==> config.mk <==
export PLATFORM = sky130hd
export DESIGN_NAME = mem_access
export DESIGN_NICKNAME = d
export VERILOG_FILES = /design/src/rtl/pipe_pkg.sv /design/src/rtl/store_align.sv /design/src/rtl/mem_access.sv
export SDC_FILE = /design/constraint.sdc
export NUM_CORES = 1
export LEC_CHECK = 0
export ABC_CLOCK_PERIOD_IN_PS = 15540
export BUFFER_PORTS_ARGS = -buffer_cell sky130_fd_sc_hd__buf_2
export CAP_MARGIN = 5
export CORE_ASPECT_RATIO = 0.8
export CORE_MARGIN = 3
export CORE_UTILIZATION = 42
export DETAILED_ROUTE_END_ITERATION = 6
export PLACE_DENSITY = 0.67
export SYNTH_ARGS = -nofsm -noshare
export SYNTH_HDL_FRONTEND = slang
export SYNTH_HIERARCHICAL = 1
export SYNTH_SLANG_ARGS = --single-unit
==> constraint.sdc <==
create_clock -name clk -period 15.54 [get_ports clk]
set_clock_uncertainty 0.15 [all_clocks]
set_input_delay 0.777 -clock clk [delete_from_list [all_inputs] [get_ports clk]]
set_output_delay 0.777 -clock clk [all_outputs]
set_load 0.03 [all_outputs]
==> src/rtl/pipe_pkg.sv <==
// Shared pipeline definitions for the memory stage: opcode ranges, access
// sizes, byte-enable bases, FSM states and the held-instruction record.
package pipe_pkg;

  localparam logic [4:0] OP_WORD_LO = 5'd3;
  localparam logic [4:0] OP_WORD_HI = 5'd5;
  localparam logic [4:0] OP_HALF_LO = 5'd6;
  localparam logic [4:0] OP_HALF_HI = 5'd8;
  localparam logic [4:0] OP_BYTE_LO = 5'd9;
  localparam logic [4:0] OP_BYTE_HI = 5'd11;
  localparam logic [4:0] OP_BRI     = 5'd12;

  localparam logic [3:0] BE_BASE_WORD = 4'b1111;
  localparam logic [3:0] BE_BASE_HALF = 4'b0011;
  localparam logic [3:0] BE_BASE_BYTE = 4'b0001;

  typedef enum logic {IDLE = 1'b0, SPLIT = 1'b1} state_t;

  typedef enum logic [1:0] {SZ_NONE, SZ_BYTE, SZ_HALF, SZ_WORD} size_t;

  typedef struct packed {
    logic [4:0]  opcode;
    logic [4:0]  tgt_1;
    logic [4:0]  tgt_2;
    logic [31:0] alu_1;
    logic [31:0] alu_2;
    logic [31:0] sdata;
    logic        is_load;
    logic        is_store;
  } mem_op_t;

  function automatic size_t size_of(input logic [4:0] op);
    if (op >= OP_WORD_LO && op <= OP_WORD_HI) return SZ_WORD;
    if (op >= OP_HALF_LO && op <= OP_HALF_HI) return SZ_HALF;
    if (op >= OP_BYTE_LO && op <= OP_BYTE_HI) return SZ_BYTE;
    return SZ_NONE;
  endfunction

  // An access is misaligned when it does not fit inside one RAM word.
  function automatic logic misaligned(input size_t sz, input logic [1:0] o);
    case (sz)
      SZ_WORD: return o != 2'd0;
      SZ_HALF: return o == 2'd3;
      default: return 1'b0;
    endcase
  endfunction

endpackage

==> src/rtl/store_align.sv <==
// Store lane steering: byte enables and shifted write data for beat A (the
// addressed word) or beat B (the bytes that spill into the following word).
module store_align
  import pipe_pkg::*;
(
  input  size_t       size,
  input  logic [1:0]  offset,
  input  logic        beat_b,
  input  logic [31:0] data,
  output logic [3:0]  be,
  output logic [31:0] wdata
);

  logic [3:0]  base;
  logic [7:0]  be_ext;
  logic [63:0] wd_ext;

  // Shift into a double-width window: low half is beat A, high half is beat B
  always_comb begin
    case (size)
      SZ_WORD: base = BE_BASE_WORD;
      SZ_HALF: base = BE_BASE_HALF;
      SZ_BYTE: base = BE_BASE_BYTE;
      default: base = 4'b0000;
    endcase
    be_ext = {4'b0000, base} << offset;
    wd_ext = {32'd0, data} << {offset, 3'b000};
    be     = beat_b ? be_ext[7:4] : be_ext[3:0];
    wdata  = beat_b ? wd_ext[63:32] : wd_ext[31:0];
  end

endmodule

==> src/rtl/mem_access.sv <==
// Memory stage: drives the synchronous data RAM from the execute result and
// registers pipeline info for writeback. Misaligned word/halfword accesses are
// split into two RAM beats with a one-cycle upstream stall. Defining
// MEM_ALIGN_TRAP_EN replaces splitting with a registered misalign_trap pulse.
module mem_access
  import pipe_pkg::*;
#(
  parameter int ADDR_W = 32
)
(
  input  logic              clk,
  input  logic              rst,
  input  logic              halt,
  input  logic              bubble_in,
  input  logic [4:0]        opcode_in,
  input  logic              is_load_in,
  input  logic              is_store_in,
  input  logic [4:0]        tgt_in_1,
  input  logic [4:0]        tgt_in_2,
  input  logic [31:0]       alu_result_1_in,
  input  logic [31:0]       alu_result_2_in,
  input  logic [31:0]       store_data,
  output logic              stall_out,
  output logic [ADDR_W-1:0] mem_addr,
  output logic              mem_re,
  output logic [3:0]        mem_be,
  output logic [31:0]       mem_wdata,
  output logic              bubble_out,
  output logic [4:0]        opcode,
  output logic [4:0]        tgt_out_1,
  output logic [4:0]        tgt_out_2,
  output logic [31:0]       alu_result_1,
  output logic [31:0]       alu_result_2,
  output logic [ADDR_W-1:0] addr,
  output logic              is_load,
  output logic              is_store,
  output logic              is_misaligned
`ifdef MEM_ALIGN_TRAP_EN
  ,
  output logic              misalign_trap
`endif
);

  mem_op_t           in_op;
  mem_op_t           cur;
  size_t             in_sz;
  size_t             cur_sz;
  logic              in_split;
  logic              in_acc;
  logic              in_mis;
  logic              fire;
  logic [3:0]        al_be;
  logic [31:0]       al_wdata;
  logic [ADDR_W-1:0] base_addr;

  assign in_op = '{opcode: opcode_in, tgt_1: tgt_in_1, tgt_2: tgt_in_2,
                   alu_1: alu_result_1_in, alu_2: alu_result_2_in,
                   sdata: store_data, is_load: is_load_in, is_store: is_store_in};

  assign in_sz  = size_of(opcode_in);
  assign in_acc = !bubble_in && (is_load_in || is_store_in) && (in_sz != SZ_NONE);
  assign in_mis = in_acc && misaligned(in_sz, alu_result_1_in[1:0]);

`ifdef MEM_ALIGN_TRAP_EN
  assign in_split = 1'b0;
  assign cur      = in_op;
`else
  state_t  state;
  state_t  state_n;
  mem_op_t hold;

  assign in_split = (state == SPLIT);
  // Beat B replays the held instruction; execute inputs are ignored then.
  assign cur      = in_split ? hold : in_op;

  // FSM state register; halt freezes it, reset aborts a pending split
  always_ff @(posedge clk) begin
    if (rst) begin
      state <= IDLE;
    end else if (!halt) begin
      state <= state_n;
    end
  end

  // Capture the instruction on beat A so beat B can be issued from it
  always_ff @(posedge clk) begin
    if (!halt && !in_split && in_mis) begin
      hold <= in_op;
    end
  end
`endif

  assign cur_sz    = size_of(cur.opcode);
  assign base_addr = {cur.alu_1[ADDR_W-1:2], 2'b00};

  store_align u_store_align (
    .size   (cur_sz),
    .offset (cur.alu_1[1:0]),
    .beat_b (in_split),
    .data   (cur.sdata),
    .be     (al_be),
    .wdata  (al_wdata)
  );

  // Next state, stall and RAM port drive for the current beat
  always_comb begin
    fire      = 1'b0;
    stall_out = 1'b0;
    mem_re    = 1'b0;
    mem_be    = 4'b0000;
    mem_addr  = in_split ? base_addr + ADDR_W'(4) : base_addr;
    mem_wdata = al_wdata;
`ifdef MEM_ALIGN_TRAP_EN
    fire = in_acc && !in_mis;
`else
    state_n = state;
    if (in_split) begin
      fire    = 1'b1;
      state_n = IDLE;
    end else if (in_acc) begin
      fire = 1'b1;
      if (in_mis) begin
        stall_out = 1'b1;
        state_n   = SPLIT;
      end
    end
`endif
    if (rst) begin
      stall_out = 1'b0;
    end
    if (fire && !halt && !rst) begin
      mem_re = cur.is_load;
      mem_be = cur.is_store ? al_be : 4'b0000;
    end
  end

  // Writeback pipeline register; beat A goes out as a bubble flagged misaligned
  always_ff @(posedge clk) begin
    if (rst) begin
      bubble_out    <= 1'b1;
      opcode        <= '0;
      tgt_out_1     <= '0;
      tgt_out_2     <= '0;
      alu_result_1  <= '0;
      alu_result_2  <= '0;
      addr          <= '0;
      is_load       <= 1'b0;
      is_store      <= 1'b0;
      is_misaligned <= 1'b0;
`ifdef MEM_ALIGN_TRAP_EN
      misalign_trap <= 1'b0;
`endif
    end else if (!halt) begin
      bubble_out    <= in_split ? 1'b0 : (bubble_in | in_mis);
      opcode        <= cur.opcode;
      tgt_out_1     <= cur.tgt_1;
      tgt_out_2     <= cur.tgt_2;
      alu_result_1  <= cur.alu_1;
      alu_result_2  <= cur.alu_2;
      addr          <= cur.alu_1[ADDR_W-1:0];
      is_load       <= cur.is_load;
      is_store      <= cur.is_store;
      is_misaligned <= !in_split && in_mis;
`ifdef MEM_ALIGN_TRAP_EN
      misalign_trap <= in_mis;
`endif
    end
  end

endmodule

==> results by group <==
Synth
  – Post-synth ARST share: 0
  – Cell count after synthesis: between 900 and 1k
  – EDFF count, synth: approximately 110
  – Top cells by area, synth: edfxtp_1 34%, dfxtp_1 17%, mux2i_1 9.4%, nor2_1 6.7%, a21oi_1 5.3%
  – Post-synthesis area per instance: about 10 um2
  – Biggest area consumer among synthesized cells: edfxtp_1
  – Synth Warn #: 6
  – Sequential cell area fraction in the yosys report: 0.509
  – Post-Syn Area: between 9000 and 10000 um2
  – Dominant synthesized flop cell: edfxtp_1
  – Yosys top cell area share: 0.342
  – Yosys cell types: 65
  – Flops & latches, synth: just under 200

Routing
  – DRT Wirelength: roughly 26 mm
  – Drt pass-1 iters: 7
  – DRC: 1
  – Highest metal used: met4
  – DR WL met2: approximately 12 mm
  – M1 wire length: ~12 mm
  – Initial DRC count: ~530
  – Vias: ~8.0k
  – Routed Antenna Nets: 0
  – Vias per inst: about 5.3
  – DR WL/cell: approximately 17 um
  – Met3 WL post-DR: 1.77 mm

Setup path
  – Crit path max-delay cell type: buf_4
  – Crit path top cell by count: nand3_1
  – Worst R2R End: hold[2]$_DFFE_PP_
  – Critical Path Start Type: flop
  – Reg2reg start: in_split$_SDFFE_PP0N_
  – CP top delay family: simple AND/OR/NAND/NOR gates
  – Arr. time, crit path: 4840 ps
  – CP Capture Type: output port
  – Flop2flop setup slack: between 10000 and 15000 ps
  – Crit path kind: flop to output port
  – Register-to-Register Path Depth: 6
  – Crit-path cells: buf_4 > nand3_1 > a222oi_1 > nand3_1 > or4_1 > a31oi_1 > buf_2
  – Worst path max stage delay: 890 ps
  – Crit path max fanout: 87
  – Worst path bufs/invs: 2
  – CP required: about 15000 ps

STA
  – Slew HR: 0.297
  – Final Critical Period: 5770 ps
  – Fmax achieved: between 0.15 and 0.2 GHz
  – RSZ-0062 raised after global routing: false
  – Count of final setup violators: 0
  – Max Slew Vio Count: 0
  – Final Hold Viols: 0
  – Worst-margin pin slew: around 1100 ps
  – Setup TNS: 0 ps
  – Period utilization: 0.371

Status
  – Failing checks: DRC
  – Outcome: finished, violations left

Floorplan
  – Die width: 178 um
  – Top Ports: approximately 300
  – Core area: about 23000 um2
  – Starting Density: 0.434
  – Die Span Y: ~140 um
  – Full die area: ~26000 um2
  – Cell Rows: 49

Global route
  – Vias in the first global route: 7427
  – Initial antenna violation count: 0
  – Total track usage: 0.198
  – Overflow after GRT: 0
  – First-pass GRT wire length: between 40 and 50 mm
  – Largest net degree at the start of global routing: 88

Clock tree
  – Clock sink total: 196
  – Later-pin clock latency in the skew report: roughly 420 ps
  – Max clock buf depth: 2
  – Post-CTS Resized: 0
  – Htree depth: 4
  – CTS Hold Bufs: 0
  – Clock slew at reported path FFs: around 80 ps
  – Total CTS buffers: 17
  – CTS tree: done
  – Post-CTS Setup Inserts: 0
  – CTS root buf: clkbuf_16

Place
  – Gp weighted congestion: about 0.86
  – Post-DP Area: roughly 11000 um2
  – I/O Buffers: between 200 and 300
  – Post-DP HPWL: about 18 mm

Job
  – Max Cap Violations: 0

Cells and area
  – Share of layout cells above drive strength 1: 0.342
  – Total of fill cells in the finished design: approximately 2.1k
  – Area added between synthesis and finish: 20.3%
  – Final Net Count: 1296
  – Final instance area: around 12000 um2

Power and ir drop
  – Power Density: around 100 nW/um2
  – VDD IR-drop max: roughly 64 uV
  – LEAKAGE: 0.00484 uW

Min path
  – Worst Hold End: tgt_out_2[0]$_SDFFE_PP0N_
  – Hold/Removal Path Class: flop to flop
  – Hold path depth: 2
  – Worst hold start: tgt_out_2[0]$_SDFFE_PP0N_
## cell usage in the layout, fill, tap and decap left out, drive strengths merged, types with 2 or more instances in the layout
cell and count:
conb 2, xor2 16, inv 12, a31oi 5
nor2 177, o31ai 2, o2bb2ai 17, a221oi 3
o21ai 7, o211ai 3, edfxtp 113, buf 305
mux2 43, dfxtp 83, and2 15, xnor2 5
nor2b 8, maj3 2, a211oi 9, nand3 21
clkinv 3, clkbuf 18, nand4b 2, nand2b 3
nand4 11, nand3b 10, nand2 39, bufinv 2
or4 2, o31a 2, o22ai 12, nor3 7
a222oi 3, a21oi 105, or3 2, mux2i 93
a22o 10, or2 3
## final cells by class
type	count	area, um2	share of cell area
Sequential cell	196	5060	0.424
Timing Repair Buffer	305	1550	0.130
Inverter	4	15.0	0.00126
Clock buffer	18	429	0.0360
Antenna cell	1	2.50	0.000210
Tap cell	306	383	0.0321
Clock inverter	14	186	0.0156
Multi-Input combinational cell	654	4320	0.362
## per-layer routing
metal	track usage	up-vias
met5	0	-
met4	0.0508	0
met3	0.0460	28
met2	0.316	291
met1	0.275	3791
li1	-	3862
## state kept, by name (all words and copies together), names as in the netlist, 5 cells and up
| name | cells |
|---|---|
| tgt_out_2 | 5 |
| alu_result_2 | 32 |
| opcode | 5 |
| tgt_out_1 | 5 |
| hold | 113 |
| addr | 32 |
## worst max-delay path by stage
stage / slack (ps) / start / depth (start not counted) / end
finish: 9770 / in_split$_SDFFE_PP0N_ / 7 / mem_addr[28]
global route: 9470 / in_split$_SDFFE_PP0N_ / 8 / mem_addr[30]
CTS: 9820 / in_split$_SDFFE_PP0N_ / 7 / mem_addr[28]
detailed placement: 10320 / in_split$_SDFFE_PP0N_ / 7 / mem_addr[28]
global placement: 10440 / in_split$_SDFFE_PP0N_ / 8 / mem_addr[30]
floorplan: 8270 / opcode_in[2] / 5 / hold[0]$_DFFE_PP_
## synth_stat cells, types with 16 or more instances
library cell,count
mux2i_1,93
xor2_1,16
a21oi_1,105
buf_4,36
clkbuf_1,35
mux2_2,43
nand2_1,39
o2bb2ai_1,16
nor2_1,176
nand3_1,21
edfxtp_1,113
dfxtp_1,83
## per-stage QoR
stage,power (uW),utilization,setup WS [ps],hold WS (ps),cells
3_5_place_dp,779,0.495,10320,321,1465
4_1_cts,1240,0.522,9820,338,1497
3_3_place_gp,776,0.495,10440,312,1465
2_1_floorplan,720,-,8270,419,949
6_report,1230,0.522,9770,332,1498
5_1_grt,1280,0.522,9470,354,1497
## where the power goes
part           internal [uW]  switching (uW)
Combinational           64.1             131
Clock                    247             213
Sequential               562            9.26
Total                    874             353
## worst reg2reg max path, stage by stage, from the launching register on
cell and delay [ps]:
dfxtp_4 870, buf_4 940, inv_1 690, nand2b_1 350, nor2_4 40, buf_4 350, buf_4 490
## cell families (layout without fill, tap and decap cells)
logic type                 Yosys count  after routing  share of synthesized area
AOI/OAI and AO/OA                  185            185                      0.126
xor gates and xnor gates            21             21                     0.0185
adders and majority gates            3              3                    0.00328
buffers and inverters               99            341                     0.0567
DFF                                196            196                      0.509
muxes                              136            136                      0.143
other                                1              3                   0.000378
and+or+nand+nor                    307            307                      0.143
Note: power is estimated with default switching activity, not from simulation.
